==> config.mk <==
export PLATFORM = sky130hd
export DESIGN_NAME = password_lock
export DESIGN_NICKNAME = d
export VERILOG_FILES = /design/src/rtl/password_lock.sv
export SDC_FILE = /design/constraint.sdc
export NUM_CORES = 1
export LEC_CHECK = 0
export CAP_MARGIN = 10
export CORE_UTILIZATION = 35
export DETAILED_ROUTE_END_ITERATION = 8
export PLACE_DENSITY = 0.57
export SLEW_MARGIN = 5
export SYNTH_ARGS = -nofsm -noshare
export SYNTH_HDL_FRONTEND = slang
export SYNTH_SLANG_ARGS = --single-unit
==> constraint.sdc <==
create_clock -name clock -period 3.1 [get_ports clock]
set_input_delay 0.62 -clock clock [delete_from_list [all_inputs] [get_ports clock]]
set_output_delay 0.62 -clock clock [all_outputs]
set_load 0.01 [all_outputs]
==> src/rtl/password_lock.sv <==
// Password capture/confirm/unlock controller with failure counting and lockout.
// Every output is registered and settles one edge after the deciding press; key_pressed is never stalled, and presses in FAIL or LOCKOUT are dropped.
`timescale 1ns/1ps
module password_lock #(
    parameter int PASSWORD_LENGTH = 4,
    parameter int ERROR_CYCLES    = 50_000_000,
    parameter int TIMEOUT_CYCLES  = 250_000_000,
    parameter int MAX_ATTEMPTS    = 3,
    parameter int LOCKOUT_CYCLES  = 500_000_000
) (
    input  logic       clock,
    input  logic       reset_n,
    input  logic [3:0] key_pressed,
    output logic       locked,
    output logic       error,
    output logic       lockout,
    output logic [3:0] digit_count,
    output logic [2:0] state_code
);

    localparam int CW = 2 * PASSWORD_LENGTH;
    localparam int EW = (ERROR_CYCLES > 1) ? $clog2(ERROR_CYCLES) : 1;
    localparam int LW = (LOCKOUT_CYCLES > 1) ? $clog2(LOCKOUT_CYCLES) : 1;
    localparam int TW = (TIMEOUT_CYCLES > 1) ? $clog2(TIMEOUT_CYCLES) : 1;
    localparam int FW = $clog2(MAX_ATTEMPTS + 1);
    localparam int HW = (EW > LW) ? EW : LW;

    typedef enum logic [2:0] {
        S_OPEN    = 3'd0,
        S_CONFIRM = 3'd1,
        S_SECURE  = 3'd2,
        S_FAIL    = 3'd3,
        S_LOCKOUT = 3'd4
    } state_t;

    state_t          state;
    logic [CW-1:0]   entry;
    logic [CW-1:0]   candidate;
    logic [CW-1:0]   stored;
    logic [FW-1:0]   fail_count;
    logic            ret_secure;
    logic [TW-1:0]   idle_cnt;
    logic [HW-1:0]   hold_cnt;

    logic [1:0]      digit;
    logic            entry_state;
    logic            accept;
    logic            last;
    logic [CW-1:0]   next_entry;

    always_comb begin
        digit = 2'd0;
        case (key_pressed)
            4'b0010: digit = 2'd1;
            4'b0100: digit = 2'd2;
            4'b1000: digit = 2'd3;
            default: digit = 2'd0;
        endcase
    end

    assign entry_state = (state == S_OPEN) || (state == S_CONFIRM) || (state == S_SECURE);
    assign accept      = entry_state && $onehot(key_pressed);
    assign last        = accept && (digit_count == 4'(PASSWORD_LENGTH - 1));
    // Shifting through a wider concatenation keeps this valid for a one-digit code.
    assign next_entry  = CW'({entry, digit});
    assign state_code  = state;

    always_ff @(posedge clock or negedge reset_n) begin
        if (!reset_n) begin
            state       <= S_OPEN;
            entry       <= '0;
            candidate   <= '0;
            stored      <= '0;
            fail_count  <= '0;
            ret_secure  <= 1'b0;
            idle_cnt    <= '0;
            hold_cnt    <= '0;
            digit_count <= 4'd0;
            locked      <= 1'b0;
            error       <= 1'b0;
            lockout     <= 1'b0;
        end else begin
            case (state)
                S_OPEN, S_CONFIRM, S_SECURE: begin
                    if (accept) begin
                        idle_cnt <= '0;
                        if (last) begin
                            digit_count <= 4'd0;
                            entry       <= '0;
                            hold_cnt    <= '0;
                            if (state == S_OPEN) begin
                                candidate <= next_entry;
                                state     <= S_CONFIRM;
                            end else if (state == S_CONFIRM) begin
                                if (next_entry == candidate) begin
                                    stored <= candidate;
                                    state  <= S_SECURE;
                                    locked <= 1'b1;
                                end else begin
                                    ret_secure <= 1'b0;
                                    state      <= S_FAIL;
                                    error      <= 1'b1;
                                end
                            end else begin
                                if (next_entry == stored) begin
                                    fail_count <= '0;
                                    state      <= S_OPEN;
                                    locked     <= 1'b0;
                                end else begin
                                    if (fail_count < FW'(MAX_ATTEMPTS))
                                        fail_count <= fail_count + 1'b1;
                                    ret_secure <= 1'b1;
                                    state      <= S_FAIL;
                                    error      <= 1'b1;
                                end
                            end
                        end else begin
                            entry       <= next_entry;
                            digit_count <= digit_count + 4'd1;
                        end
                    end else if (digit_count != 4'd0) begin
                        // Idle edges, including illegal key patterns, advance the timer.
                        if (idle_cnt >= TW'(TIMEOUT_CYCLES - 1)) begin
                            idle_cnt    <= '0;
                            digit_count <= 4'd0;
                            if (state == S_CONFIRM) begin
                                candidate <= '0;
                                state     <= S_OPEN;
                            end
                        end else begin
                            idle_cnt <= idle_cnt + 1'b1;
                        end
                    end
                end
                S_FAIL: begin
                    if (hold_cnt >= HW'(ERROR_CYCLES - 1)) begin
                        hold_cnt <= '0;
                        error    <= 1'b0;
                        if (ret_secure && (fail_count >= FW'(MAX_ATTEMPTS))) begin
                            state   <= S_LOCKOUT;
                            lockout <= 1'b1;
                        end else if (ret_secure) begin
                            state <= S_SECURE;
                        end else begin
                            state <= S_OPEN;
                        end
                    end else begin
                        hold_cnt <= hold_cnt + 1'b1;
                    end
                end
                S_LOCKOUT: begin
                    if (hold_cnt >= HW'(LOCKOUT_CYCLES - 1)) begin
                        hold_cnt   <= '0;
                        fail_count <= '0;
                        lockout    <= 1'b0;
                        state      <= S_SECURE;
                    end else begin
                        hold_cnt <= hold_cnt + 1'b1;
                    end
                end
                default: begin
                    state   <= S_OPEN;
                    locked  <= 1'b0;
                    error   <= 1'b0;
                    lockout <= 1'b0;
                end
            endcase
        end
    end

endmodule
After elaboration in Yosys (flattened, before gate mapping)
Index checks and enable logic that the tools add are counted.

storage, ports and cells
  bits in registers = 92
  logic and storage cells = 148
  bits of input ports = 6
  output and inout port bits = 10

cells by class
  reductions and logical operators = 26
  $add $sub $neg = 7
  equality and inequality tests = 31
  order comparisons = 5
  bitwise logic cells = 4
  muxes and demuxes = 63

operators with widths
  kind                   count
  $mux 29                4
  $pmux 29 s3            1
  $mux 28                3
  $mux 8                 6
  $mux 3                 10
  $reduce_and 6->1       5
  $add 29x1->29 const B  1
  $ge 29x26->1 const B   1
  $ge 29x29->1 const B   1
  $add 28x1->28 const B  1
  $ge 28x28->1 const B   1
  $ne 3x3->1 const B     9
  $mux 1                 19
  $mux 2                 9
  $ne 2x2->1 const B     9
  $eq 8x8->1             2
  $mux 4                 4
  $reduce_and 7->1       2
  $pmux 3 s3             1
  $eq 4x2->1 const B     2
  $reduce_bool 2->1      4
  $eq 3x1->1 const B     2
  $eq 3x2->1 const B     2
  $mux 6                 1
  25 further kinds       36

Longest topological paths before layout
  word-level depth = 9
  gate-level depth with buffers = 15
  mapped depth without buffers = 12

Worst setup path after synthesis
No wires, ideal clock.

  path type = input to register
  start point = input port key_pressed[3]
  end point = register fail_count[0]
  library setup time = 0.127 ns
  stages = 13
  required time = 2.973 ns
  buffers on the path = 2
  arrival = 3.400 ns
  setup slack = -0.428 ns
  cell sequence = buf_2 -> inv_1 -> fa_1 -> inv_1 -> ha_1 -> ha_1 -> or3b_1 -> buf_2 -> nor2_4 -> nand2_1 -> a211o_1 -> a211o_1 -> mux2_1

between the ends
  word-level cells in the longest chain between the ends = 9
  elaborated cells on any way between the ends = 20
  those cells by class = add/sub (2); eq/ne (8); mux (7); reduce/logical (3)

ends and longest elaborated chain
  what                                      RTL line  text
  start, declared                           13        input logic [3:0] key_pressed,
  $eq 4x4->1, or another cell as far along  53        case (key_pressed)
  $pmux 2 s3                                53
  $eq 8x8->1                                105       if (next_entry == stored) begin
  $mux 2                                    105
  $mux 2                                    94        end else if (state == S_CONFIRM) begin
  $mux 2                                    91        if (state == S_OPEN) begin
  $mux 2                                    87        if (last) begin
  $mux 2                                    85        if (accept) begin
  $pmux 2 s2                                83        case (state)
  end signal, assigned                      111       fail_count <= fail_count + 1'b1;
  end, declared                             40        logic [FW-1:0] fail_count;

Several ways; a longest one is shown, not always the timed one. The select of a mux whose other input is x is not followed.
A chain may end at the register's enable or synchronous reset.

Worst setup path after layout
  start point = input port key_pressed[3]
  end point = register idle_cnt[26]

between the ends
  word-level cells in the longest chain between the ends = 6
  elaborated cells on any way between the ends = 7
  those cells by class = add/sub (2); eq/ne (1); mux (1); reduce/logical (3)

ends and longest elaborated chain
  what                                   RTL line  text
  $add 1x1->2 (not written as such) (*)  62        assign accept = entry_state && $onehot(key_pressed);
  $add 2x2->3 (not written as such) (*)  62
  $eq 3x1->1 (*)                         62
  $logic_and 1x1->1 (*)                  62
  $reduce_bool 2->1 (no source line)     -
  $reduce_and 2->1 (no source line)      -
  end signal, assigned                   131       idle_cnt <= idle_cnt + 1'b1;
  end, declared                          42        logic [TW-1:0] idle_cnt;

Every way passes the cells marked *; elsewhere a longest branch is shown, timed or not.

==> flow_summary.toml <==
[run_status]
outcome = "finished clean"

[cells_and_area]
area_growth_pct = 16.9
design_area_um2 = 6340
diodes = 0
fin_nets = 666
drive_gt1_share_pct = 14.5

[clock_network]
cts_tree = "yes"
clock_path_buffers = 2
cts-root-buf = "clkbuf_16"
cts_inserted_buffers = 9
clk_latency_ns = 0.35
cts_sinks = 92
cts.clk_slew.worst_paths_ns = 0.06
holdBufCountCts = 0
cts_max_level = 3

[placement]
place_area_um2 = 5990
dp_slack_ns = -0.855
gp_congestion = 0.845
portBuffers = 15
hpwl_um = 8960

[logic_synthesis]
synthFlopType = "dfrtp_1"
netlist_top_cells_count = "dfrtp_1, nand2_1, o21ai_0"
yosysTopAreaCell = "dfrtp_1"
syn_nets = 634
seq_area_frac_synth_pct = 42.5
yosysMostFrequentCell = "dfrtp_1"
yosys_warnings = 0
yosys-top-cells-area = "dfrtp_1, nand2_1, o21ai_0, a21oi_1, mux2i_1"
yosys.area.top_type_share_pct = 42.5
synthCells = 618
synth_edf_count = 0
synth.cell_area_um2 = 5420
syn_avg_cell_area_um2 = 8.77
ys_types = 68
ys_async_sr_fraction_pct = 100
synth_seq_cells = 92

[setup_path]
rr_startpoint = "hold_cnt[0]"
cp-end-kind = "flip-flop"
start_kind = "input pin"
endpoint = "idle_cnt[26]"
crit_start = "key_pressed[3]"
ff2ff_setup_slack_ns = 0.54
critical_path_class = "input pin to flip-flop"
critical_path_required_ns = 3.38
arrival_ns = 3.28
reg2reg_depth = 9
r2r-end = "hold_cnt[14]"
worstPathMaxFanout = 5

[detailed_routing]
drtAntennaViolNets = 0
wire_per_inst_um = 15.2
viasPerCell = 5.50
drt_iter0_drc = 299
firstDrtPassIters = 5
route.detailed.drc = 0
postRouteWirelength_um = 12800
vias = 4634

[timing]
min_period_ns = 3.01
setup_violations = 0
fmax_mhz = 332
skew_ns = 0.00855
maxSlewViolCount = 0
rsz0062_at_grt = "false"
setup_slack_ns = 0.0917
setup_tns_ns = 0
final_hold_viol_count = 0
max_slew_margin_pct = 57.9
fin_crit_sh_pct = 97.0
tightest_slew_ns = 0.632

[grt]
grt_pass1_wl_um = 21700
grt_pass1_vias = 4484
track_usage_pct = 16.9
overflow = 0
antenna_found_initial = 0
grt_max_degree = 48

[floorplan]
start_util_pct = 35.8
rows = 45
core-area_um2 = 15100
die-area_um2 = 16000
die_w_um = 126
fp.dieH_um = 126
ios = 16

[power]
peakVddDrop_v = 0.000345
p_per_area_nw_per_um2 = 651
p_leak_nw = 2.75
total_power_mw = 4.13

[hold_path]
hp-class = "input pin to asynchronous set/reset pin"

[job]
maxCapViolCount = 0
## layout by cell type (no fill, tap or decap), types with 10 or more instances in the layout
| cell type | instances |
|---|---|
| dfrtp_1 | 92 |
| nand2_1 | 76 |
| o21ai_0 | 47 |
| nor2_1 | 41 |
| a21oi_1 | 37 |
| buf_4 | 33 |
| nand3_1 | 30 |
| nand4_1 | 21 |
| inv_1 | 20 |
| mux2i_1 | 18 |
| xnor2_1 | 15 |
| and3_1 | 12 |
| nor3_1 | 12 |
| a31oi_1 | 12 |
| xor2_1 | 11 |
| clkdlybuf4s50_1 | 11 |
| a21o_1 | 10 |
## metal layers
metal / vias to the layer above / share of wire [%] / global-route usage, %
met3: 13 / 3.2 / 4.18
met1: 2266 / 47 / 21.4
met5: - / 0 / 0
li1: 2277 / - / -
met4: 0 / 1.2 / 4.68
met2: 78 / 48 / 28.6
## per-stage QoR
step | utilization, % | hold slack, ns | cells
CTS | 41.7 | 0.315 | 842
global placement | 39.5 | 0.469 | 820
global route | 41.9 | 0.336 | 843
floorplan | - | 0.324 | 618
finish | 41.9 | 0.296 | 843
detailed placement | 39.5 | 0.483 | 820
## critical path, stage by stage
cell and delay (ns):
buf_2 0.10, inv_2 0.04, fa_1 0.53, inv_1 0.05, ha_2 0.17, ha_4 0.21
or3b_4 0.43, a21oi_4 0.25, nand4_1 0.13, or2_4 0.30, or3_1 0.30, a21oi_1 0.14
## logic make-up after synthesis
logic type               Yosys count  share of synthesized area [%]
AND/OR/NAND/NOR                  258                           24.2
AO/OA/AOI/OAI                    152                           17.5
flip-flops                        92                           42.5
buffers and inverters             56                           4.50
XOR/XNOR                          26                           4.20
multiplexers                      24                           4.71
adder cells (fa/ha/maj)           10                           2.45
## what timing repair did
item | CTS | global route
gates resized for setup | 18 | 6
buffers inserted | 6 | 0
endpoints found under the setup margin | 68 | 10
pin swaps | 9 | 7
cloned | 0 | 1
## report_power, final
group | switching, mW | internal, mW | leakage (nW)
clock network | 0.482 | 0.569 | 0.136
registers | 0.350 | 1.46 | 1.24
logic | 0.683 | 0.585 | 1.37
total | 1.52 | 2.61 | 2.75
## cell type report
| class | count | area (um^2) |
|---|---|---|
| inverters | 24 | 90.1 |
| multi-input cells | 470 | 2970 |
| well taps | 188 | 235 |
| clock buffers | 11 | 243 |
| flip-flops and latches | 92 | 2300 |
| fillers | 1468 | 8800 |
| clock inverters | 5 | 35.0 |
| repair buffers | 53 | 469 |
## state kept, by name (all words and copies together) (netlist names)
name and flops:
error 1, entry 6, lockout 1, digit_count 4, candidate 8, ret_secure 1
state_code 3, hold_cnt 29, fail_count 2, locked 1, stored 8, idle_cnt 28
## how the worst min path moves through the flow
stage,from,end,slack [ns],depth (start not counted)
6_report,reset_n,hold_cnt[23],0.30,1
3_5_place_dp,hold_cnt[2],hold_cnt[2],0.48,1
5_1_grt,reset_n,hold_cnt[22],0.34,1
3_3_place_gp,hold_cnt[2],hold_cnt[2],0.47,1
4_1_cts,reset_n,stored[1],0.31,1
2_1_floorplan,reset_n,candidate[0],0.32,0
Note: power is estimated with default switching activity, not from simulation.
